==> src/rtl/fei4_cmd_pkg.sv <==
// FE-I4 command codes, field lengths and decoder state encoding.
// Latency: n/a (constants only); backpressure: n/a.
package fei4_cmd_pkg;

    localparam int CNT_W = 10;

    localparam logic [4:0] HDR_LV1  = 5'b11101;
    localparam logic [4:0] HDR_FAST = 5'b10110;

    localparam logic [3:0] FAST_BCR  = 4'b0001;
    localparam logic [3:0] FAST_ECR  = 4'b0010;
    localparam logic [3:0] FAST_CAL  = 4'b0100;
    localparam logic [3:0] FAST_SLOW = 4'b1000;

    localparam logic [3:0] ST_RDREG   = 4'b0001;
    localparam logic [3:0] ST_WRREG   = 4'b0010;
    localparam logic [3:0] ST_WRFE    = 4'b0100;
    localparam logic [3:0] ST_GRST    = 4'b1000;
    localparam logic [3:0] ST_GPULSE  = 4'b1001;
    localparam logic [3:0] ST_RUNMODE = 4'b1010;

    localparam logic [5:0] RUNMODE_RUN  = 6'b111000;
    localparam logic [5:0] RUNMODE_CONF = 6'b000111;

    localparam logic [CNT_W-1:0] LEN_HDR    = 10'd5;
    localparam logic [CNT_W-1:0] LEN_FAST   = 10'd4;
    localparam logic [CNT_W-1:0] LEN_STYPE  = 10'd4;
    localparam logic [CNT_W-1:0] LEN_SID    = 10'd4;
    localparam logic [CNT_W-1:0] LEN_SFIELD = 10'd6;
    localparam logic [CNT_W-1:0] LEN_SDATA  = 10'd16;

    typedef enum logic [2:0] {
        IDLE, HDR, FAST, STYPE, SID, SFIELD, SDATA, FEDATA
    } state_t;

    function automatic logic stype_legal(input logic [3:0] t);
        return (t == ST_RDREG) || (t == ST_WRREG) || (t == ST_WRFE) ||
               (t == ST_GRST) || (t == ST_GPULSE) || (t == ST_RUNMODE);
    endfunction

endpackage

==> src/rtl/fei4_cmd_shift.sv <==
// Serial-in shift register with field bit counter; last flags the final bit of a field.
// Latency: field/last are combinational on the current bit; backpressure: none.
module fei4_cmd_shift
    import fei4_cmd_pkg::*;
(
    input  logic             clk,
    input  logic             rst_n,
    input  logic             din,
    input  logic             en,
    input  logic [CNT_W-1:0] term,
    output logic [15:0]      field,
    output logic             last
);

    localparam logic [CNT_W-1:0] ONE = 10'd1;

    logic [14:0]      sreg;
    logic [CNT_W-1:0] cnt;
    logic [CNT_W-1:0] cnt_inc;

    assign cnt_inc = cnt + ONE;
    // Field includes the bit being sampled now so the FSM decides on the same edge.
    assign field   = {sreg, din};
    assign last    = en && (cnt_inc == term);

    always_ff @(posedge clk or negedge rst_n) begin
        if (!rst_n) begin
            sreg <= '0;
            cnt  <= '0;
        end else if (en) begin
            sreg <= field[14:0];
            cnt  <= last ? '0 : cnt_inc;
        end
    end

endmodule

==> src/rtl/fei4_cmd_decoder.sv <==
// FE-I4 serial command decoder: fast/trigger/slow commands to one-cycle strobes and fields.
// Latency: outputs one cycle after the edge sampling the last bit; backpressure: none.
module fei4_cmd_decoder
    import fei4_cmd_pkg::*;
#(
    parameter logic [3:0] CHIP_ID = 4'b0000,
    parameter int         FE_BITS = 672
) (
    input  logic        CLK,
    input  logic        RST_N,
    input  logic        CMD_DATA,
    output logic        LV1,
    output logic        BCR,
    output logic        ECR,
    output logic        CAL,
    output logic        GLOBAL_RESET,
    output logic        GLOBAL_PULSE,
    output logic [5:0]  PULSE_WIDTH,
    output logic        RUN_MODE,
    output logic        REG_RD,
    output logic        REG_WR,
    output logic [5:0]  REG_ADDR,
    output logic [15:0] REG_DATA,
    output logic        FE_SHIFT,
    output logic        FE_BIT,
    output logic        FE_DONE,
    output logic        CMD_ERR
);

    state_t           state, state_n;
    logic [3:0]       stype, stype_n;
    logic             match, match_n;
    logic [5:0]       wr_addr, wr_addr_n;
    logic             en, last, id_match;
    logic [15:0]      field;
    logic [CNT_W-1:0] term;

    logic lv1_n, bcr_n, ecr_n, cal_n, grst_n, gp_n, rd_n, wr_n;
    logic fe_shift_n, fe_bit_n, fe_done_n, err_n, run_n;
    logic [5:0]  addr_n, width_n;
    logic [15:0] data_n;

    assign en       = (state != IDLE) || CMD_DATA;
    assign id_match = (field[3:0] == CHIP_ID) || field[3];

    always_comb begin
        term = LEN_HDR;
        case (state)
            FAST:          term = LEN_FAST;
            STYPE:         term = LEN_STYPE;
            SID:           term = LEN_SID;
            SFIELD:        term = LEN_SFIELD;
            SDATA:         term = LEN_SDATA;
            FEDATA:        term = CNT_W'(FE_BITS);
            default:       term = LEN_HDR;
        endcase
    end

    fei4_cmd_shift u_shift (
        .clk   (CLK),
        .rst_n (RST_N),
        .din   (CMD_DATA),
        .en    (en),
        .term  (term),
        .field (field),
        .last  (last)
    );

    always_comb begin
        state_n = state;  stype_n = stype;  match_n = match;  wr_addr_n = wr_addr;
        addr_n  = REG_ADDR;  data_n = REG_DATA;  width_n = PULSE_WIDTH;  run_n = RUN_MODE;
        lv1_n = 1'b0;  bcr_n = 1'b0;  ecr_n = 1'b0;  cal_n = 1'b0;
        grst_n = 1'b0; gp_n = 1'b0;   rd_n = 1'b0;   wr_n = 1'b0;
        fe_shift_n = 1'b0;  fe_bit_n = 1'b0;  fe_done_n = 1'b0;  err_n = 1'b0;
        case (state)
            IDLE: if (CMD_DATA) state_n = HDR;
            HDR: if (last) begin
                state_n = IDLE;
                if (field[4:0] == HDR_LV1)       lv1_n   = 1'b1;
                else if (field[4:0] == HDR_FAST) state_n = FAST;
                else                             err_n   = 1'b1;
            end
            FAST: if (last) begin
                state_n = IDLE;
                case (field[3:0])
                    FAST_BCR:  bcr_n   = 1'b1;
                    FAST_ECR:  ecr_n   = 1'b1;
                    FAST_CAL:  cal_n   = 1'b1;
                    FAST_SLOW: state_n = STYPE;
                    default:   err_n   = 1'b1;
                endcase
            end
            STYPE: if (last) begin
                if (stype_legal(field[3:0])) begin
                    stype_n = field[3:0];
                    state_n = SID;
                end else begin
                    err_n   = 1'b1;
                    state_n = IDLE;
                end
            end
            SID: if (last) begin
                match_n = id_match;
                if (stype == ST_GRST) begin
                    grst_n  = id_match;
                    state_n = IDLE;
                end else begin
                    state_n = SFIELD;
                end
            end
            // A mismatched chip still walks the full command, it just stays silent.
            SFIELD: if (last) begin
                state_n = IDLE;
                case (stype)
                    ST_RDREG: if (match) begin
                        rd_n   = 1'b1;
                        addr_n = field[5:0];
                    end
                    ST_GPULSE: if (match) begin
                        gp_n    = 1'b1;
                        width_n = field[5:0];
                    end
                    ST_RUNMODE: if (match) begin
                        if (field[5:0] == RUNMODE_RUN)       run_n = 1'b1;
                        else if (field[5:0] == RUNMODE_CONF) run_n = 1'b0;
                        else                                 err_n = 1'b1;
                    end
                    ST_WRREG: begin
                        wr_addr_n = field[5:0];
                        state_n   = SDATA;
                    end
                    ST_WRFE: state_n = FEDATA;
                    default: ;
                endcase
            end
            SDATA: if (last) begin
                state_n = IDLE;
                if (match) begin
                    wr_n   = 1'b1;
                    addr_n = wr_addr;
                    data_n = field;
                end
            end
            FEDATA: begin
                fe_shift_n = match;
                fe_bit_n   = match & CMD_DATA;
                if (last) begin
                    fe_done_n = match;
                    state_n   = IDLE;
                end
            end
            default: state_n = IDLE;
        endcase
    end

    always_ff @(posedge CLK or negedge RST_N) begin
        if (!RST_N) begin
            state <= IDLE;  stype <= '0;  match <= 1'b0;  wr_addr <= '0;
            LV1 <= 1'b0;  BCR <= 1'b0;  ECR <= 1'b0;  CAL <= 1'b0;
            GLOBAL_RESET <= 1'b0;  GLOBAL_PULSE <= 1'b0;  PULSE_WIDTH <= '0;
            RUN_MODE <= 1'b0;  REG_RD <= 1'b0;  REG_WR <= 1'b0;
            REG_ADDR <= '0;  REG_DATA <= '0;
            FE_SHIFT <= 1'b0;  FE_BIT <= 1'b0;  FE_DONE <= 1'b0;  CMD_ERR <= 1'b0;
        end else begin
            state <= state_n;  stype <= stype_n;  match <= match_n;  wr_addr <= wr_addr_n;
            LV1 <= lv1_n;  BCR <= bcr_n;  ECR <= ecr_n;  CAL <= cal_n;
            GLOBAL_RESET <= grst_n;  GLOBAL_PULSE <= gp_n;  PULSE_WIDTH <= width_n;
            RUN_MODE <= run_n;  REG_RD <= rd_n;  REG_WR <= wr_n;
            REG_ADDR <= addr_n;  REG_DATA <= data_n;
            FE_SHIFT <= fe_shift_n;  FE_BIT <= fe_bit_n;  FE_DONE <= fe_done_n;  CMD_ERR <= err_n;
        end
    end

endmodule
==> config.mk <==
export PLATFORM = sky130hd
export DESIGN_NAME = fei4_cmd_decoder
export DESIGN_NICKNAME = d
export VERILOG_FILES = /design/src/rtl/fei4_cmd_pkg.sv /design/src/rtl/fei4_cmd_shift.sv /design/src/rtl/fei4_cmd_decoder.sv
export SDC_FILE = /design/constraint.sdc
export NUM_CORES = 1
export LEC_CHECK = 0
export CAP_MARGIN = 10
export CELL_PAD_IN_SITES_DETAIL_PLACEMENT = 2
export CELL_PAD_IN_SITES_GLOBAL_PLACEMENT = 2
export CORE_ASPECT_RATIO = 0.6
export CORE_MARGIN = 4
export CORE_UTILIZATION = 34
export DETAILED_ROUTE_END_ITERATION = 6
export MAX_ROUTING_LAYER = met4
export PLACE_DENSITY = 0.78
export REMOVE_ABC_BUFFERS = 1
export SLEW_MARGIN = 20
export SYNTH_ARGS = -nofsm -noshare
export SYNTH_HDL_FRONTEND = slang
export SYNTH_SLANG_ARGS = --single-unit
==> constraint.sdc <==
create_clock -name CLK -period 2.3 [get_ports CLK]
set_input_delay 0.46 -clock CLK [delete_from_list [all_inputs] [get_ports CLK]]
set_output_delay 0.46 -clock CLK [all_outputs]
set_load 0.005 [all_outputs]
=== Word level (Yosys, flattened, before mapping) ===
Cells that the tools add are included.

* Reduce and logical (&&, ||, !) cells: 24
* Equality and inequality tests: 35
* Add/subtract/negate cells: 1
* Multiplexer cells: 65
* Bitwise gates (word level): 1

{| class="wikitable"
|+ Operators with widths
! operator !! count
|-
| $mux W1 || 42
|-
| $pmux W10 S4 || 1
|-
| $mux W6 || 5
|-
| $mux W3 || 9
|-
| $eq A4 B4 Y1 const B || 6
|-
| $pmux W3 S7 || 1
|-
| $ne A2 B1 Y1 const B || 8
|-
| $eq A3 B3 Y1 const B || 4
|-
| $pmux W6 S2 || 1
|-
| $add A10 B1 Y10 const B || 1
|-
| $eq A10 B10 Y1 || 1
|-
| $eq A5 B5 Y1 const B || 2
|-
| $mux W10 || 1
|-
| $reduce_and A3 Y1 || 3
|-
| $eq A4 B1 Y1 const B || 2
|-
| $eq A4 B2 Y1 const B || 2
|-
| $eq A4 B3 Y1 const B || 2
|-
| $logic_or A1 B1 Y1 || 7
|-
| $reduce_and A7 Y1 || 1
|-
| $eq A3 B2 Y1 const B || 2
|-
| $eq A6 B3 Y1 const B || 1
|-
| $eq A6 B6 Y1 const B || 1
|-
| $mux W2 || 3
|-
| $ne A2 B2 Y1 const B || 3
|-
| other kinds (16) || 17
|}

* Register bits after elaboration: 80
* Output and inout bits: 41
* Input bits: 3

=== Logic depth before layout (Yosys ltp) ===
* Word-level depth: 9
* Gate-level depth with buffers: 9
* Gate-level depth less buffers: 7

=== Modules after synthesis ===
From an unflattened synthesis, not the netlist that was laid out.

* Cells, all modules: 328
* Area total of the unflattened synthesis: 3882.5 um2

{| class="wikitable"
|+ By module, submodules not included
! module !! instances !! area an instance (um2) !! cells each
|-
| fei4_cmd_decoder || 1 || 2496.1 || 200
|-
| fei4_cmd_shift || 1 || 1386.3 || 128
|}

=== Worst setup path after synthesis ===
Ideal clock, no wire load.

* Path type: register to register
* From: register u_shift.cnt[0]
* To: register REG_DATA[0]
* Data required time: 2.175 ns
* Buffers on the path: 1
* Slack: -0.186 ns
* Cell stages (with the launch flop): 9
* Arrival time: 2.361 ns
* Clock period less this slack: 2.486 ns
* Cell sequence: dfrtp_1 -> ha_1 -> nand3_2 -> xor2_1 -> nor4b_2 -> o32ai_4 -> nor3_4 -> buf_6 -> mux2_2

* Longest elaborated chain between the ends: 4

{| class="wikitable"
|+ RTL lines
! item !! line !! text
|-
| start: declaration || fei4_cmd_shift.sv:18 || <nowiki>logic [CNT_W-1:0] cnt;</nowiki>
|-
| start signal: assignment || fei4_cmd_shift.sv:32 || <nowiki>cnt <= last ? '0 : cnt_inc;</nowiki>
|-
| $add A10 B1 Y10 || fei4_cmd_shift.sv:21 || <nowiki>assign cnt_inc = cnt + ONE;</nowiki>
|-
| $eq A10 B10 Y1 || fei4_cmd_shift.sv:24 || <nowiki>assign last = en && (cnt_inc == term);</nowiki>
|-
| $logic_and A1 B1 Y1 || fei4_cmd_shift.sv:24 ||
|-
| $reduce_and A3 Y1 (no source line) || - ||
|-
| end signal: assignment || fei4_cmd_decoder.sv:169 || <nowiki>REG_ADDR <= addr_n; REG_DATA <= data_n;</nowiki>
|-
| end: declaration || fei4_cmd_decoder.sv:23 || <nowiki>output logic [15:0] REG_DATA,</nowiki>
|}

Every way passes these cells.
A chain may end at the register's enable or synchronous reset.

=== Worst setup path after layout ===
* From: register state[1]
* To: register REG_ADDR[0]

* Longest elaborated chain between the ends: 7
* Elaborated cells on any way between the ends: 20

{| class="wikitable"
|+ RTL lines
! item !! line !! text
|-
| start: declaration || fei4_cmd_decoder.sv:30 || <nowiki>state_t state, state_n;</nowiki>
|-
| start signal: assignment || fei4_cmd_decoder.sv:165 || <nowiki>state <= state_n; stype <= stype_n; match <= match_n; wr_addr <= wr_addr_n;</nowiki>
|-
| $eq A3 B3 Y1 / $eq A3 B2 Y1 (equally long branches) || fei4_cmd_decoder.sv:48 || <nowiki>case (state)</nowiki>
|-
| $reduce_or A3 Y1 (no source line) || - ||
|-
| $pmux W10 S4 || fei4_cmd_decoder.sv:48 ||
|-
| $eq A10 B10 Y1 || fei4_cmd_shift.sv:24 ||
|-
| $logic_and A1 B1 Y1 || fei4_cmd_shift.sv:24 ||
|-
| $ne A2 B1 Y1 (no source line) || - ||
|-
| $reduce_and A6 Y1 (no source line) || - ||
|-
| end signal: assignment || fei4_cmd_decoder.sv:169 ||
|-
| end: declaration || fei4_cmd_decoder.sv:22 || <nowiki>output logic [5:0] REG_ADDR,</nowiki>
|}

Parallel ways exist; a longest one is shown, timed or not.

==> impl_metrics.toml <==
[pwr]
power_w = 0.00714
p_leak_nw = 2.70
cellPowerDensity_nw_per_um2 = 1180
vdd_drop_max_mv = 0.496

[cts]
tritoncts = "done"
cts.hold.buffers_added = 0
tritoncts_num_sinks = 80
cts_max_level = 3
insertion_delay_ps = 360
cts.root.buffer_cell = "clkbuf_16"
cts.reportedPaths.clkPinSlew_ps = 70
cts_buffers = 9
clockBufferDepth = 2

[cells_and_area]
multi_input_area_um2 = 2220
final_core_util_pct = 53.5
final_cell_area_um2 = 6070
synthToLayoutAreaGrowth_pct = 53.4
area.sequential_um2 = 2010
num_antenna_cells = 0
fillers = 1075
design.final.nets = 483
post_route_cells_drive_above_1_share_pct = 43.6
stdcell_count = 644

[synthesis]
syn_inst = 352
synth.yosys.seq_area_share_pct = 50.6
yosysUniqueCellTypes = 62
ys.flop_type = "dfrtp_1"
synth_xor_xnor_area_share_pct = 2.22
ys_top_cells_by_count = "80 x dfrtp_1, 58 x nand2_1, 45 x mux2_2"
proportion_of_synthesized_area_in_mux_cells_pct = 13.1
synth_top_family_by_area = "simple AND/OR/NAND/NOR gates"
synth.ff_latch_count = 80
top_cells_by_area_synth = "dfrtp_1 51%, mux2_2 13%, nand2_1 5.5%, nor2_1 2.2%, nor4_4 2.2%"
post_synth.cell_area_avg_um2 = 11.2
synth.top_cell.area_share_pct = 50.6
cell_type_contributing_the_most_total_cell_area_after_synthesis = "dfrtp_1"
synth_enable_flop_cells = 0
adder_cell_share_of_the_synthesized_area_pct = 0.316
yosysMostFrequentCell = "dfrtp_1"
synth_area_um2 = 3950
synth_compound_gate_area_share_pct = 8.70
synth-async-reset-ratio_pct = 100
yosys_warnings = 0
yosys.area_share.simple_pct = 21.8

[placed_design]
placedInstanceArea_um2 = 5030
post-place-cells = 603
detailedPlace.worstSlack_ps = -478
portBuffers = 43
detailed_place_hpwl_mm = 9.53
place.gp.congestion = 0.879

[routing]
first_pass_iters = 5
num_vias = 3552
route.antenna.remaining_nets = 0
number_of_drc_violations_after_detailed_routing_iteration_0 = 276
drt-wirelength-per-cell_um = 28.6
detail_route.drc_violations = 0
post_drt_via_cell_ratio = 5.52
final_routed_wirelength_mm = 18.4

[global_route]
use_met2_pct = 42.2
grt_max_degree = 49
grt_util_met3_pct = 4.29
globalRoute.busiestLayer = "met2"
grt_overflow_total = 0
global_route_wire_length_before_repair_mm = 25.5
grt.total_usage_pct = 26.0
via_count_of_the_first_global_routing_pass = 3961
global_route.usage.met1_pct = 33.2
antenna_found_initial = 0

[timing]
fmax_ghz = 0.372
max_slew.worst_pin.slew_ps = 551
rsz_0062_raised_after_global_routing = "true"
final.setup.worst_slack_ps = -391
finalHoldViolCount = 0
final.period_utilization_pct = 117
final.min_clock_period_ps = 2690
clock_skew_ps = 10.1
timing.final.max_slew_violations = 0
max-slew-margin-rel_pct = 63.1
report.final.setup_viol = 53

[setup_path]
critical_path_data_required_time_ps = 2530
worstPathArrival_ps = 2920
max_fo_critical_path = 6
timing.critical_path.from_type = "flop"
worstRegToRegCells = 8
critPathKind = "flop to flop"
cp-end-kind = "flop"

[min_path]
hold_class = "primary input to asynchronous set/reset pin"

[floorplan]
fp-row-count = 30
die_x_um = 147
effective_utilization_at_floorplan_pct = 34.9
core_area_um2 = 11300
die_area_um2 = 13500
design.portCount = 44
floorplan.die.height_um = 91.5

[flow_run]
timing.max_cap.violations = 0

[outcome]
violated_checks = "setup timing"
run_status = "complete, but fails checks"
## cell usage in the layout, fill, tap and decap left out, drive strengths merged, types with 2 or more instances in the layout
cell / synthesis / layout
o31ai: 4 / 4
nand3: 9 / 9
nand2: 59 / 59
buf: 10 / 96
inv: 1 / 6
nor4: 7 / 7
o211ai: 2 / 2
nand4: 2 / 2
nor3: 17 / 17
clkdlybuf4s50: 0 / 42
nor2: 23 / 23
o21a: 2 / 2
o21ai: 11 / 11
a21oi: 5 / 5
mux2: 45 / 45
and3: 6 / 6
xor2: 3 / 3
clkbuf: 12 / 9
xnor2: 7 / 7
dfrtp: 80 / 80
nor4b: 2 / 2
nand3b: 2 / 2
nor2b: 4 / 4
a31oi: 2 / 2
or3: 5 / 5
and2: 3 / 3
nand2b: 6 / 6
## sequential cells by signal, summed over array words and instances (netlist names), 3 cells and up
register,cells
REG_DATA,16
u_shift.sreg,15
u_shift.cnt,10
PULSE_WIDTH,6
REG_ADDR,6
wr_addr,6
stype,4
state,3
## layer usage
layer | wire length [um] | part of all wire [%]
met1 | 7840 | 43
met5 | 0 | 0
met4 | 752 | 4.1
met2 | 8780 | 48
met3 | 1020 | 5.6
## kinds of logic (layout without fill, tap and decap cells)
kind of cell | Yosys count | in the layout
and+or+nand+nor | 150 | 150
DFF | 80 | 80
muxes | 46 | 46
AOI/OAI and AO/OA | 42 | 42
buffers and inverters | 23 | 155
xor gates and xnor gates | 10 | 10
adders and majority gates | 1 | 1
## where the power goes
part | internal [W] | total (W) | switching [W]
Sequential | 0.00167 | 0.00205 | 0.000386
Clock | 0.000867 | 0.00157 | 0.000706
Combinational | 0.00158 | 0.00351 | 0.00193
## cell type report
class / count / area share (%)
clock buffers: 9 / 3.71
clock inverters: 7 / 1.38
inverters: 1 / 0.0619
multi-input cells: 249 / 36.6
flip-flops and latches: 80 / 33.1
well taps: 160 / 3.30
repair buffers: 138 / 21.8
## timing repair
action / in CTS / in global routing
buffers inserted: 14 / 10
gates resized for setup: 67 / 36
endpoints found under the setup margin: 59 / 60
cloned: 2 / 0
pin swaps: 14 / 17
## worst max-delay path, stage by stage, from the launching register on
cell and delay, ps:
dfrtp_1 500, and2b_1 290, nand2_2 170, nor4b_4 360, o32ai_4 160, buf_6 160
nor4_4 370, buf_6 210, mux2_4 340
## final timing paths
path | startpoint | to | slack [ps]
min in group CLK | PULSE_WIDTH[0] | PULSE_WIDTH[0] | 520
max in group asynchronous | RST_N | state[2] | 1610
worst min register to register | PULSE_WIDTH[0] | PULSE_WIDTH[0] | 520
worst max register to register | state[1] | REG_ADDR[0] | -390
worst max-delay path | state[1] | REG_ADDR[0] | -390
worst min-delay path | RST_N | u_shift.cnt[7] | 60
## metrics by stage
step	hold slack (ps)	setup TNS [ps]
final	60.3	-10560
after global routing	90.2	-12880
after CTS	68.9	-1830
after detailed placement	442	-17240
after global placement	429	-9660
after floorplan	164	-16980
Power figures use the tool's default switching activity.
==> edit (config.mk and constraints unchanged) <==
Add an input register stage for `CMD_DATA`, with the module's reset; this delays it by one clock.
--- a/src/rtl/fei4_cmd_decoder.sv
+++ b/src/rtl/fei4_cmd_decoder.sv
@@ -28,4 +28,14 @@
 );
 
+    logic CMD_DATA_q;
+
+    always_ff @(posedge CLK or negedge RST_N) begin
+        if (!RST_N) begin
+            CMD_DATA_q <= '0;
+        end else begin
+            CMD_DATA_q <= CMD_DATA;
+        end
+    end
+
     state_t           state, state_n;
     logic [3:0]       stype, stype_n;
@@ -41,5 +51,5 @@
     logic [15:0] data_n;
 
-    assign en       = (state != IDLE) || CMD_DATA;
+    assign en       = (state != IDLE) || CMD_DATA_q;
     assign id_match = (field[3:0] == CHIP_ID) || field[3];
 
@@ -60,5 +70,5 @@
         .clk   (CLK),
         .rst_n (RST_N),
-        .din   (CMD_DATA),
+        .din   (CMD_DATA_q),
         .en    (en),
         .term  (term),
@@ -74,5 +84,5 @@
         fe_shift_n = 1'b0;  fe_bit_n = 1'b0;  fe_done_n = 1'b0;  err_n = 1'b0;
         case (state)
-            IDLE: if (CMD_DATA) state_n = HDR;
+            IDLE: if (CMD_DATA_q) state_n = HDR;
             HDR: if (last) begin
                 state_n = IDLE;
@@ -144,5 +154,5 @@
             FEDATA: begin
                 fe_shift_n = match;
-                fe_bit_n   = match & CMD_DATA;
+                fe_bit_n   = match & CMD_DATA_q;
                 if (last) begin
                     fe_done_n = match;
Check against the original RTL: not equivalent (Yosys sat finds a counterexample within 10 cycles, from zero or initial values and one cycle with RST_N low).
==> edit against the original RTL <==
The run still ends with negative setup slack left. Setup slack gained 0.24 ns. Synthesized area shrank 1.3%. Total power shrank 11%. Sequential cell count grew 1. Utilization shrank 2.6 points. Synthesized cell count grew 6.8%. Die area shrank 1.2%. Wire length shrank 16%. Design area shrank 8.6%. Global-route usage shrank 2.7 points. Critical path type unchanged.
==> edit: results (changes against the original RTL) <==
status: "complete, but fails checks"
violations: "negative setup slack"
finalSetupTns_ns: -3.652  # +6.905 ns
ir_drop_v: 0.0004583  # -7.6%
cts-root-buf: "clkbuf_16"
p_leak_nw: 2.487  # -7.9%
finalSetupViolCount: 33  # -38%
hold_path.class: "input pin to async pin"
worst_path_largest_cell_delay_ns: 0.46  # -0.04 ns
drive_gt1_frac: 0.3368  # -0.09913
grt_pass1_wl_um: 23500  # -7.8%
crit_fanout: 8  # +2
worstPathArrival_ns: 2.68  # -0.24 ns
dp.cells: 594  # -1.5%
yosysSeqAreaShare: 0.5196  # +0.01323
avgViaCountPerCell: 5.650  # +2.4%
path_delay_family: "buffers and inverters"
dpl.hpwl_um: 9499  # -0.35%
yosys-top-cells-count: "dfrtp_1 (81), nand2_1 (61), nor2_1 (25)"
grt_max_degree: 47  # -4.1%
synth.distinct_cells: 50  # -19%
synth_area_leaders: "dfrtp_1 (52%), mux2_2 (6.1%), nand2_1 (5.9%)"
drt-total-wl_um: 15400  # -16%
nets: 477  # -1.2%
syn_avg_cell_area_um2: 10.38  # -7.6%
worstMarginPinSlew_ns: 0.5007  # -0.05029 ns
place_ws_ns: -0.2497  # +0.2283 ns
reg2reg_depth: 10  # +2
grt_util_all_layers: 0.2335  # -0.02650
nFillCells: 1097  # +2.0%
gp_congestion: 0.9069  # +3.2%
timing.final.ws_setup_ns: -0.1498  # +0.2411 ns
placed_cell_area_um2: 4886  # -2.8%
clock-skew-final_ns: 0.01107  # +0.0009994 ns
-- edit: cell count changes after synthesis, sizes merged, moves of 4 or more --
cell   change
o31ai      -4
mux2      -11
a21oi     +12
a31oi      +9
o21ai      +4
o22ai      +8
-- edit: repair_timing --
item	4_1_cts	5_1_grt
resized for setup	37	15
pin swaps	3	5
gates cloned	1	0
endpoints found under the setup margin	43	43
setup buffers	4	4
-- edit: layout make-up --
| type | instances | share of cell area |
|---|---|---|
| sequential | 81 | 0.3665 |
| multi-input combinational | 268 | 0.3559 |
| timing repair buffer | 111 | 0.1819 |
| clock buffer | 9 | 0.04062 |
| tap | 139 | 0.03137 |
| clock inverter | 7 | 0.02234 |
| inverter | 2 | 0.001354 |
-- edit: worst reg2reg max path, stage by stage (launching register included) --
cell and delay (ns):
dfrtp_2 0.46, buf_4 0.16, xnor2_2 0.16, nand4b_1 0.16, o211ai_1 0.17, buf_4 0.21, a211oi_4 0.25, buf_6 0.16
nand4_4 0.13, clkbuf_16 0.21, mux2_2 0.27
-- edit: path summary, 6_finish.rpt --
kind,start,end
min,RST_N,GLOBAL_PULSE$_DFF_PN0_
max in group asynchronous,RST_N,REG_RD$_DFF_PN0_
max,u_shift.cnt[2]$_DFFE_PN0N_,REG_DATA[15]$_DFFE_PN0P_
min in group CLK,u_shift.sreg[14]$_DFFE_PN0N_,u_shift.sreg[14]$_DFFE_PN0N_
max reg2reg,u_shift.cnt[2]$_DFFE_PN0N_,REG_DATA[15]$_DFFE_PN0P_
min reg2reg,u_shift.sreg[14]$_DFFE_PN0N_,u_shift.sreg[14]$_DFFE_PN0N_
-- edit: cell families (layout without fill, tap and decap cells) --
group / after synthesis / count (layout) / synth area share
and+or+nand+nor: 158 / 158 / 0.2062
muxes: 36 / 36 / 0.1148
DFF: 81 / 81 / 0.5196
xor gates and xnor gates: 9 / 9 / 0.02020
AOI/OAI and AO/OA: 64 / 64 / 0.1036
adders and majority gates: 1 / 1 / 0.003207
buffers and inverters: 27 / 129 / 0.03239
-- edit: through the flow --
stage,utilization,hold WS (ns)
3_3_place_gp,0.4489,0.4479
6_report,0.5093,0.07474
5_1_grt,0.5093,0.09703
3_5_place_dp,0.4489,0.4620
2_1_floorplan,-,0.1644
4_1_cts,0.5023,0.09047
-- edit: power breakdown --
part           leakage [nW]  total [mW]  switching, mW  internal (mW)
Combinational          1.24        2.59           1.47           1.12
Sequential             1.08        2.03          0.352           1.68
Clock                 0.172        1.73          0.655           1.08
-- edit: per-layer routing --
metal  part of all wire  routed length, um  up-vias  track usage
li1                   -                  -     1521            -
met1               0.46               7094     1861       0.3096
met2               0.49               7480       90       0.3794
met3              0.045                697       14      0.04229
met4             0.0084                129        0      0.04851
met5                  0                  0        -            -
